File: config.mk
export PLATFORM = sky130hd
export DESIGN_NAME = instr_encoder_loader_flat
export DESIGN_NICKNAME = d
export VERILOG_FILES = /design/src/rtl/instr_encoder_loader_pkg.sv /design/src/rtl/instr_encoder_loader_if.sv /design/src/rtl/instr_encoder_loader_encoder.sv /design/src/rtl/instr_encoder_loader.sv /design/src/flat_wrapper.sv
export SDC_FILE = /design/constraint.sdc
export NUM_CORES = 1
export LEC_CHECK = 0
export CORE_UTILIZATION = 40
export DETAILED_ROUTE_END_ITERATION = 7
export GPL_ROUTABILITY_DRIVEN = 1
export GPL_TIMING_DRIVEN = 1
export PLACE_DENSITY = 0.75
export RECOVER_POWER = 50
export SYNTH_ARGS = -nofsm -noshare
export SYNTH_HDL_FRONTEND = slang
export SYNTH_SLANG_ARGS = --single-unit
File: constraint.sdc
create_clock -name clk -period 1.9 [get_ports clk]
set_input_delay 0.19 -clock clk [delete_from_list [all_inputs] [get_ports clk]]
set_output_delay 0.19 -clock clk [all_outputs]
set_load 0.05 [all_outputs]
File: src/rtl/instr_encoder_loader_pkg.sv
// instr_encoder_loader_pkg: shared formats, FSM encoding and word width for the instruction loader.
package instr_encoder_loader_pkg;
    localparam int XLEN = 32;
    typedef enum logic [1:0] {FMT_R = 2'd0, FMT_I = 2'd1, FMT_S = 2'd2, FMT_B = 2'd3} fmt_e;
    localparam logic [1:0] S_IDLE   = 2'd0;
    localparam logic [1:0] S_LOAD   = 2'd1;
    localparam logic [1:0] S_FINISH = 2'd2;
endpackage

File: src/rtl/instr_encoder_loader_if.sv
// instr_encoder_loader_if: field-bundle handshake plus instruction-memory write bus.
interface instr_encoder_loader_if;
    import instr_encoder_loader_pkg::*;
    logic            in_valid;
    logic            in_ready;
    logic [1:0]      fmt;
    logic [6:0]      opcode;
    logic [2:0]      funct3;
    logic [6:0]      funct7;
    logic [4:0]      rd;
    logic [4:0]      rs1;
    logic [4:0]      rs2;
    logic [11:0]     imm;
    logic            last;
    logic            mem_we;
    logic [XLEN-1:0] mem_addr;
    logic [XLEN-1:0] mem_wdata;
    modport master (output in_valid, fmt, opcode, funct3, funct7, rd, rs1, rs2, imm, last,
                    input in_ready, mem_we, mem_addr, mem_wdata);
    modport slave  (input in_valid, fmt, opcode, funct3, funct7, rd, rs1, rs2, imm, last,
                    output in_ready, mem_we, mem_addr, mem_wdata);
endinterface

File: src/rtl/instr_encoder_loader_encoder.sv
// instr_field_encoder: combinational R/I/S/B field packer, inverse of the instruction decoder.
module instr_field_encoder
    import instr_encoder_loader_pkg::*;
(
    input  logic [1:0]      fmt,
    input  logic [6:0]      opcode,
    input  logic [2:0]      funct3,
    input  logic [6:0]      funct7,
    input  logic [4:0]      rd,
    input  logic [4:0]      rs1,
    input  logic [4:0]      rs2,
    input  logic [11:0]     imm,
    output logic [XLEN-1:0] word
);
    // B imm carries offset[12:1], so imm[11] is the sign and imm[10] is offset bit 11
    assign word = fmt == FMT_R ? {funct7, rs2, rs1, funct3, rd, opcode} :
                  fmt == FMT_I ? {imm, rs1, funct3, rd, opcode} :
                  fmt == FMT_S ? {imm[11:5], rs2, rs1, funct3, imm[4:0], opcode} :
                                 {imm[11], imm[9:4], rs2, rs1, funct3, imm[3:0], imm[10], opcode};
endmodule

File: src/rtl/instr_encoder_loader.sv
// instr_encoder_loader: encodes field bundles and streams them into instruction memory.
// Optional running XOR checksum enabled by defining LOADER_CHECKSUM_EN.
module instr_encoder_loader
    import instr_encoder_loader_pkg::*;
#(
    parameter int DEPTH = 256,
    parameter int CNT_W = 9
) (
    input  logic                  clk,
    input  logic                  reset,
    input  logic                  start,
    input  logic [XLEN-1:0]       base_addr,
    instr_encoder_loader_if.slave bus,
    output logic [CNT_W-1:0]      count,
    output logic                  busy,
    output logic                  done,
    output logic                  overflow,
    output logic [XLEN-1:0]       checksum
);
    logic [1:0]      state;
    logic [XLEN-1:0] addr, maddr_q, wdata_q, enc;
    logic            we_q, last_q, last_seen, accept, cnt_hit, begin_s;
    instr_field_encoder u_enc (
        .fmt(bus.fmt), .opcode(bus.opcode), .funct3(bus.funct3), .funct7(bus.funct7),
        .rd(bus.rd), .rs1(bus.rs1), .rs2(bus.rs2), .imm(bus.imm), .word(enc)
    );
    // a word still in the write register counts against capacity
    assign bus.in_ready = state == S_LOAD && !last_seen &&
                          ({1'b0, count} + (CNT_W+1)'(we_q)) < (CNT_W+1)'(DEPTH);
    assign accept    = bus.in_valid && bus.in_ready;
    assign cnt_hit   = we_q && (count + 1'b1) == CNT_W'(DEPTH);
    assign begin_s   = state == S_IDLE && start;
    assign bus.mem_we    = we_q;
    assign bus.mem_addr  = maddr_q;
    assign bus.mem_wdata = wdata_q;
    assign busy = state != S_IDLE;
    assign done = state == S_FINISH;
    always_ff @(posedge clk) begin
        if (reset) begin
            state     <= S_IDLE;
            addr      <= '0;
            maddr_q   <= '0;
            wdata_q   <= '0;
            we_q      <= 1'b0;
            last_q    <= 1'b0;
            last_seen <= 1'b0;
            count     <= '0;
            overflow  <= 1'b0;
        end else begin
            we_q   <= accept;
            last_q <= accept && bus.last;
            if (accept) begin
                wdata_q   <= enc;
                maddr_q   <= addr;
                addr      <= addr + 32'd4;
                last_seen <= last_seen | bus.last;
            end
            if (we_q)
                count <= count + 1'b1;
            if (begin_s) begin
                state     <= S_LOAD;
                addr      <= base_addr & ~32'd3;
                count     <= '0;
                overflow  <= 1'b0;
                last_seen <= 1'b0;
            end else if (state == S_LOAD && we_q && (last_q || cnt_hit)) begin
                state    <= S_FINISH;
                overflow <= !last_q;
            end else if (state == S_FINISH) begin
                state <= S_IDLE;
            end
        end
    end
`ifdef LOADER_CHECKSUM_EN
    logic [XLEN-1:0] csum;
    always_ff @(posedge clk) begin
        if (reset || begin_s)
            csum <= '0;
        else if (we_q)
            csum <= csum ^ wdata_q;
    end
    assign checksum = csum;
`else
    assign checksum = '0;
`endif
endmodule

File: src/flat_wrapper.sv
// flat-port wrapper written by rule: the top's interface ports become plain ports
module instr_encoder_loader_flat import instr_encoder_loader_pkg::*;
#(
    parameter int DEPTH = 256,
    parameter int CNT_W = 9
)
  (clk, reset, start, base_addr, count, busy, done, overflow, checksum, bus_in_valid, bus_fmt, bus_opcode, bus_funct3, bus_funct7, bus_rd, bus_rs1, bus_rs2, bus_imm, bus_last, bus_in_ready, bus_mem_we, bus_mem_addr, bus_mem_wdata);
  instr_encoder_loader_if bus_i ();
  input  logic clk;
  input  logic reset;
  input  logic start;
  input  logic [XLEN-1:0] base_addr;
  output logic [CNT_W-1:0] count;
  output logic busy;
  output logic done;
  output logic overflow;
  output logic [XLEN-1:0] checksum;
  input wire logic [$bits(bus_i.in_valid)-1:0] bus_in_valid;
  input wire logic [$bits(bus_i.fmt)-1:0] bus_fmt;
  input wire logic [$bits(bus_i.opcode)-1:0] bus_opcode;
  input wire logic [$bits(bus_i.funct3)-1:0] bus_funct3;
  input wire logic [$bits(bus_i.funct7)-1:0] bus_funct7;
  input wire logic [$bits(bus_i.rd)-1:0] bus_rd;
  input wire logic [$bits(bus_i.rs1)-1:0] bus_rs1;
  input wire logic [$bits(bus_i.rs2)-1:0] bus_rs2;
  input wire logic [$bits(bus_i.imm)-1:0] bus_imm;
  input wire logic [$bits(bus_i.last)-1:0] bus_last;
  output wire logic [$bits(bus_i.in_ready)-1:0] bus_in_ready;
  output wire logic [$bits(bus_i.mem_we)-1:0] bus_mem_we;
  output wire logic [$bits(bus_i.mem_addr)-1:0] bus_mem_addr;
  output wire logic [$bits(bus_i.mem_wdata)-1:0] bus_mem_wdata;
  assign bus_i.in_valid = bus_in_valid;
  assign bus_i.fmt = bus_fmt;
  assign bus_i.opcode = bus_opcode;
  assign bus_i.funct3 = bus_funct3;
  assign bus_i.funct7 = bus_funct7;
  assign bus_i.rd = bus_rd;
  assign bus_i.rs1 = bus_rs1;
  assign bus_i.rs2 = bus_rs2;
  assign bus_i.imm = bus_imm;
  assign bus_i.last = bus_last;
  assign bus_in_ready = bus_i.in_ready;
  assign bus_mem_we = bus_i.mem_we;
  assign bus_mem_addr = bus_i.mem_addr;
  assign bus_mem_wdata = bus_i.mem_wdata;
  instr_encoder_loader #(.DEPTH(DEPTH), .CNT_W(CNT_W)) u_core (.clk(clk), .reset(reset), .start(start), .base_addr(base_addr), .bus(bus_i), .count(count), .busy(busy), .done(done), .overflow(overflow), .checksum(checksum));
endmodule
Word-level counts from Yosys, hierarchy flattened
Index checks and enable logic that the tools add are counted.
{ "word_totals": {"regBits": 111, "input_bits": 83} }
{ "classes": {"eq_ne": 5, "n_addsub": 3, "order_cmp": 1, "muxes": 8, "bitwise_logic": 1, "n_reduce_logical": 18} }
{ "ops": {"columns": ["cell", "n"], "rows": [
  ["32-bit 2-to-1 mux", 3],
  ["31-bit 2-to-1 mux", 2],
  ["32-bit by 3-bit adder with 32-bit output (second input constant)", 1],
  ["9-bit by 1-bit adder with 10-bit output", 1],
  ["10-bit by 9-bit less-than comparator with 1-bit output (second input constant)", 1],
  ["9-bit by 1-bit adder with 9-bit output (second input constant)", 1],
  ["9-bit == test (second input constant)", 1],
  ["1-bit logical AND", 8],
  ["2-bit nonzero test", 3],
  ["2-bit by 1-bit == test with 1-bit output (second input constant)", 2],
  ["2-bit == test (second input constant)", 2],
  ["2-bit logical NOT", 2],
  ["2-bit 2-to-1 mux", 2],
  ["3-bit nonzero test", 1],
  ["1-bit logical NOT", 2],
  ["2-bit OR reduction", 1],
  ["1-bit logical OR", 1],
  ["1-bit 2-to-1 mux", 1],
  ["1-bit bitwise OR", 1]
]} }

Depth between registers and ports, before layout
{ "depth": {"ltp_word": 7, "depth_mapped": 8, "ltp_nobuf": 6} }

Modules after synthesis
Synthesis repeated with hierarchy kept, for this count alone.
{ "hier_totals": {"cells_unflattened": 656, "area_unflattened_um2": 5362.6} }
{ "by_module_without_submodules": {"columns": ["module", "cells_each", "area_each_um2", "instances"], "rows": [
  ["instr_encoder_loader", 596, 4824.6, 1],
  ["instr_field_encoder", 60, 538.0, 1]
]} }

Worst setup path after synthesis
No wires, ideal clock.
{ "synth_path": {"path_type": "reg2reg", "from": "register u_core.count[0]", "to": "register u_core.overflow", "n_path_buf": 0, "path_stages_with_launch": 7, "synth_period_minus_slack_ps": 2361, "arrival_ps": 2265, "required_ps": 1805, "path_slack_ps": -461, "path_cell_list": "dfxtp_1 > ha_1 > inv_1 > or4_1 > a221oi_1 > nand2_1 > a221oi_1"} }
{ "synth_via": {"elab_chain_cells": 5} }
{ "synth_lines": {"columns": ["element", "line_no", "text"], "rows": [
  ["start: declaration", "instr_encoder_loader.sv:14", "output logic [CNT_W-1:0] count,"],
  ["start signal: assignment", "instr_encoder_loader.sv:59", "count <= count + 1'b1;"],
  ["9-bit by 1-bit adder with 9-bit output", "instr_encoder_loader.sv:31", "assign cnt_hit = we_q && (count + 1'b1) == CNT_W'(DEPTH);"],
  ["9-bit == test", "instr_encoder_loader.sv:31", null],
  ["1-bit logical AND", "instr_encoder_loader.sv:31", null],
  ["1-bit logical OR", "instr_encoder_loader.sv:66", "end else if (state == S_LOAD && we_q && (last_q || cnt_hit)) begin"],
  ["1-bit logical AND", "instr_encoder_loader.sv:66", null],
  ["end signal: assignment", "instr_encoder_loader.sv:68", "overflow <= !last_q;"],
  ["end: declaration", "instr_encoder_loader.sv:17", "output logic overflow,"]
]} }
No other way between the ends.
A chain may end at the register's enable or synchronous reset.

Worst setup path in the final report
{ "layout_path": {"from": "register u_core.addr[5]", "to": "register u_core.addr[31]"} }
{ "layout_via": {"elab_chain_cells": 3} }
{ "layout_lines": {"columns": ["element", "line_no", "text"], "rows": [
  ["start: declaration", "instr_encoder_loader.sv:21", "logic [XLEN-1:0] addr, maddr_q, wdata_q, enc;"],
  ["start signal: assignment", "instr_encoder_loader.sv:55", "addr <= addr + 32'd4;"],
  ["start signal: assignment", "instr_encoder_loader.sv:62", "addr <= base_addr & ~32'd3;"],
  ["32-bit by 3-bit adder with 32-bit output", "instr_encoder_loader.sv:55", null],
  ["32-bit 2-to-1 mux", "instr_encoder_loader.sv:52", "if (accept) begin"],
  ["32-bit 2-to-1 mux", "instr_encoder_loader.sv:60", "if (begin_s) begin"]
]} }
No other way between the ends. The select of a mux whose other input is x is not followed.

==> flow_metrics.tcl <==
set metrics [dict create \
    synthXorXnorAreaFrac_pct 2.56 \
    p_leak_uw 0.00294 \
    slew_violations 0 \
    muxShareOfSynthArea_pct 2.80 \
    start_util_pct 40.8 \
    area_growth_pct 50.1 \
    cp.arrival_ns 2.11 \
    final_area_um2 7700 \
    grt_pass1_vias 4955 \
    cts_root_buffer "clkbuf_16" \
    drive_above_1_share_pct 16.5 \
    worstPathRequired_ns 2.16 \
    worstPathCellList "nand4_4 > buf_4 > nor4_2 > buf_4 > nand3_1 > or3_1 > a311oi_1" \
    worstMarginPinSlew_ns 0.618 \
    die_area_um2 13300 \
    synth_area_per_cell_um2 8.03 \
    wire_per_inst_um 15.0 \
    hold_path.class "in2reg" \
    worstReg2RegEnd "u_core.addr[31]" \
    yosys_most_used_dff "dfxtp_1" \
    wl_mm 15.2 \
    mostFrequentLayoutCell "nand2_1" \
    crit_top_cell "buf_4" \
    fin_skew_ns 0.00647 \
    fin_nets 923 \
    cts_buffer_depth 2 \
    seqCellArea_um2 2180 \
    max_freq_mhz 541 \
    path_clk_slew_ns 0.07 \
    min_to "u_core.addr[7]" \
    cp_max_fo 4 \
    synth_top_area_share_pct 41.7 \
    gr-usage-all-layers_pct 22.8 \
    worst_hold_path.num_cells 4 \
    ant_nets 0 \
    synthArstFlopShare_pct 0 \
    grt_setup_unrepaired "true" \
    tns_ns 0 \
    max_stage_delay_ns 0.39 \
    numPortBuffers 156 \
    drv_cap 0 \
    synthSimpleGateAreaFrac_pct 24.9 \
    critPathSlowestCell "dfxtp_1" \
    r2r_slack_ns 0.05 \
    route.vias.total 5274 \
    rows 41 \
    synth_area_leaders "dfxtp_1 (42%), nand2_1 (9.3%), a21oi_1 (6.1%)" \
    cts_tree "done" \
    worst-path-buf-inv 2 \
    h-tree-depth 3 \
    yosysSeqAreaShare_pct 41.7 \
    ir_drop_mv 0.430 \
    fillerInstances 1110 \
    synth-compound-area-share_pct 18.6 \
    gp_congestion 0.846 \
    yosys_warnings 0 \
    pwr_density_cell_nw_per_um2 716 \
    syn_inst 639 \
    yosys.cell_types.count 59 \
    grt_pass1_wl_mm 23.6 \
    antenna_found_initial 0 \
    yosys.area.top_type "dfxtp_1" \
    finalCritPeriodShare_pct 97.4 \
    synth_top_family_by_area "simple AND/OR/NAND/NOR gates" \
    overflow 0 \
    cts_hold_buf 0 \
    ios 193 \
    setup_ws_ns 0.0500 \
    p_total_uw 5510 \
    holdWs_ns 0.318 \
    yosys.area_share.adder_pct 0.731 \
    routed_via_density 5.20 \
    synth_area_um2 5130 \
    r2r_cells 7 \
    synth_edf_count 0 \
    final_cell_mix "nand2_1 (126), clkdlybuf4s50_1 (98), dfxtp_1 (91)" \
    postPlaceCellArea_um2 7230 \
    cts_buffers 9 \
    n_antenna_cell 0 \
    layout_min_cycle_time_ns 1.85 \
    drc 0 \
    cts.sinks 107 \
    finalSetupViolations 0 \
    synth_seq_cells 107 \
    die_y_um 115 \
    pre_cts_ws_ns -0.0849 \
    slew-limit-headroom_pct 59.0 \
    crit_type "reg2reg" \
    status "finished clean" \
    cpLargestDelayFamily "simple AND/OR/NAND/NOR gates" \
    r2r-start "u_core.addr[5]" \
    hpwl_mm 10.8 \
    hp-start "reset" \
    critPathCaptureType "flip-flop" \
    multi_input_area_um2 2840 \
    hold_viol_final 0 \
    grt_max_degree 87 \
    drt-initial-drc-count 366 \
    clock_latency_ns 0.35 \
    drt-pass1-iter-count 5 \
    critPathLaunchType "flip-flop" \
    die_x_um 115 \
    core-area_um2 12600 \
]
per-stage QoR:
| step | cells | utilization, % |
|---|---|---|
| floorplan | 672 | - |
| CTS | 1009 | 60.3 |
| global placement | 990 | 57.6 |
| finish | 1014 | 61.3 |
| detailed placement | 990 | 57.6 |
| global route | 1014 | 61.3 |
power by group:
group	leakage, µW	internal (µW)	total (µW)	switching, µW
Combinational	0.00191	460	1190	730
Clock	0.000147	1090	1900	805
Sequential	0.000882	2340	2420	80.6
area by class of cell:
type                    count  share of cell area, %
repair buffers            229                   27.9
well taps                 172                   2.79
flip-flops and latches    107                   28.4
inverters                   4                  0.195
clock inverters             2                  0.455
clock buffers              14                   3.43
multi-input cells         486                   36.9
registers in the layout, summed over array words and instances, names as in the netlist:
name,cells
u_core.bus.mem_addr,30
u_core.bus.mem_wdata,32
u_core.count,9
u_core.overflow,1
u_core.last_q,1
u_core.state,2
u_core.bus.mem_we,1
u_core.last_seen,1
u_core.addr,30
layer usage:
metal	up-vias	GRT usage [%]	wire [µm]
li1	2589	-	-
met1	2471	27.0	6340
met2	194	38.7	7540
met3	20	7.06	1100
met4	0	8.31	270
met5	-	0	0
worst max-delay path by stage:
stage | startpoint | endpoint | slack [ns] | cells after the start
final | u_core.addr[5] | u_core.addr[31] | 0.05 | 7
after global routing | u_core.count[1] | u_core.overflow | -0.08 | 6
after CTS | u_core.count[0] | u_core.addr[10] | 0.0007 | 7
after floorplan | u_core.count[0] | u_core.overflow | 0.02 | 6
after detailed placement | u_core.addr[10] | u_core.addr[15] | -0.08 | 6
after global placement | u_core.last_seen | u_core.bus.mem_wdata[29] | 0.02 | 6
logic make-up (layout without fill, tap and decap cells):
kind of cell               Yosys count  count (layout)
adders and majority gates            3               3
and+or+nand+nor                    271             271
DFF                                107             107
xor gates and xnor gates            15              15
other                                1              34
buffers and inverters               79             249
muxes                               14              14
AOI/OAI and AO/OA                  149             149
cells in the mapped netlist (all sizes together), types with 2 or more instances:
cell type and count:
nand2 127, dfxtp 107, a21oi 63, nor2 61, buf 52, clkbuf 23
o21ai 22, a211oi 18, nand4 15, o211ai 15, nand3 14, nor3 13
mux2i 11, nor4 9, xnor2 9, a311oi 6, nand2b 6, xor2 6
and3 5, or4 5, a221oi 4, a31oi 4, inv 4, nor2b 4
and4 3, ha 3, mux2 3, nand4b 2, nor4b 2, o21a 2
o311ai 2, o31ai 2, or3 2
worst register-to-register path: cells and delay by family, from the launching register on:
family                 cells  cell delay, ns
AOI/OAI and AO/OA          1            0.27
DFF                        1            0.39
buffers and inverters      2            0.34
and+or+nand+nor            4            0.76
repair_timing:
item | in CTS | in global routing
resized for setup | 5 | 29
setup buffers | 3 | 5
pin swaps | 2 | 12
setup endpoints to repair | 25 | 40
Power figures use the tool's default switching activity.
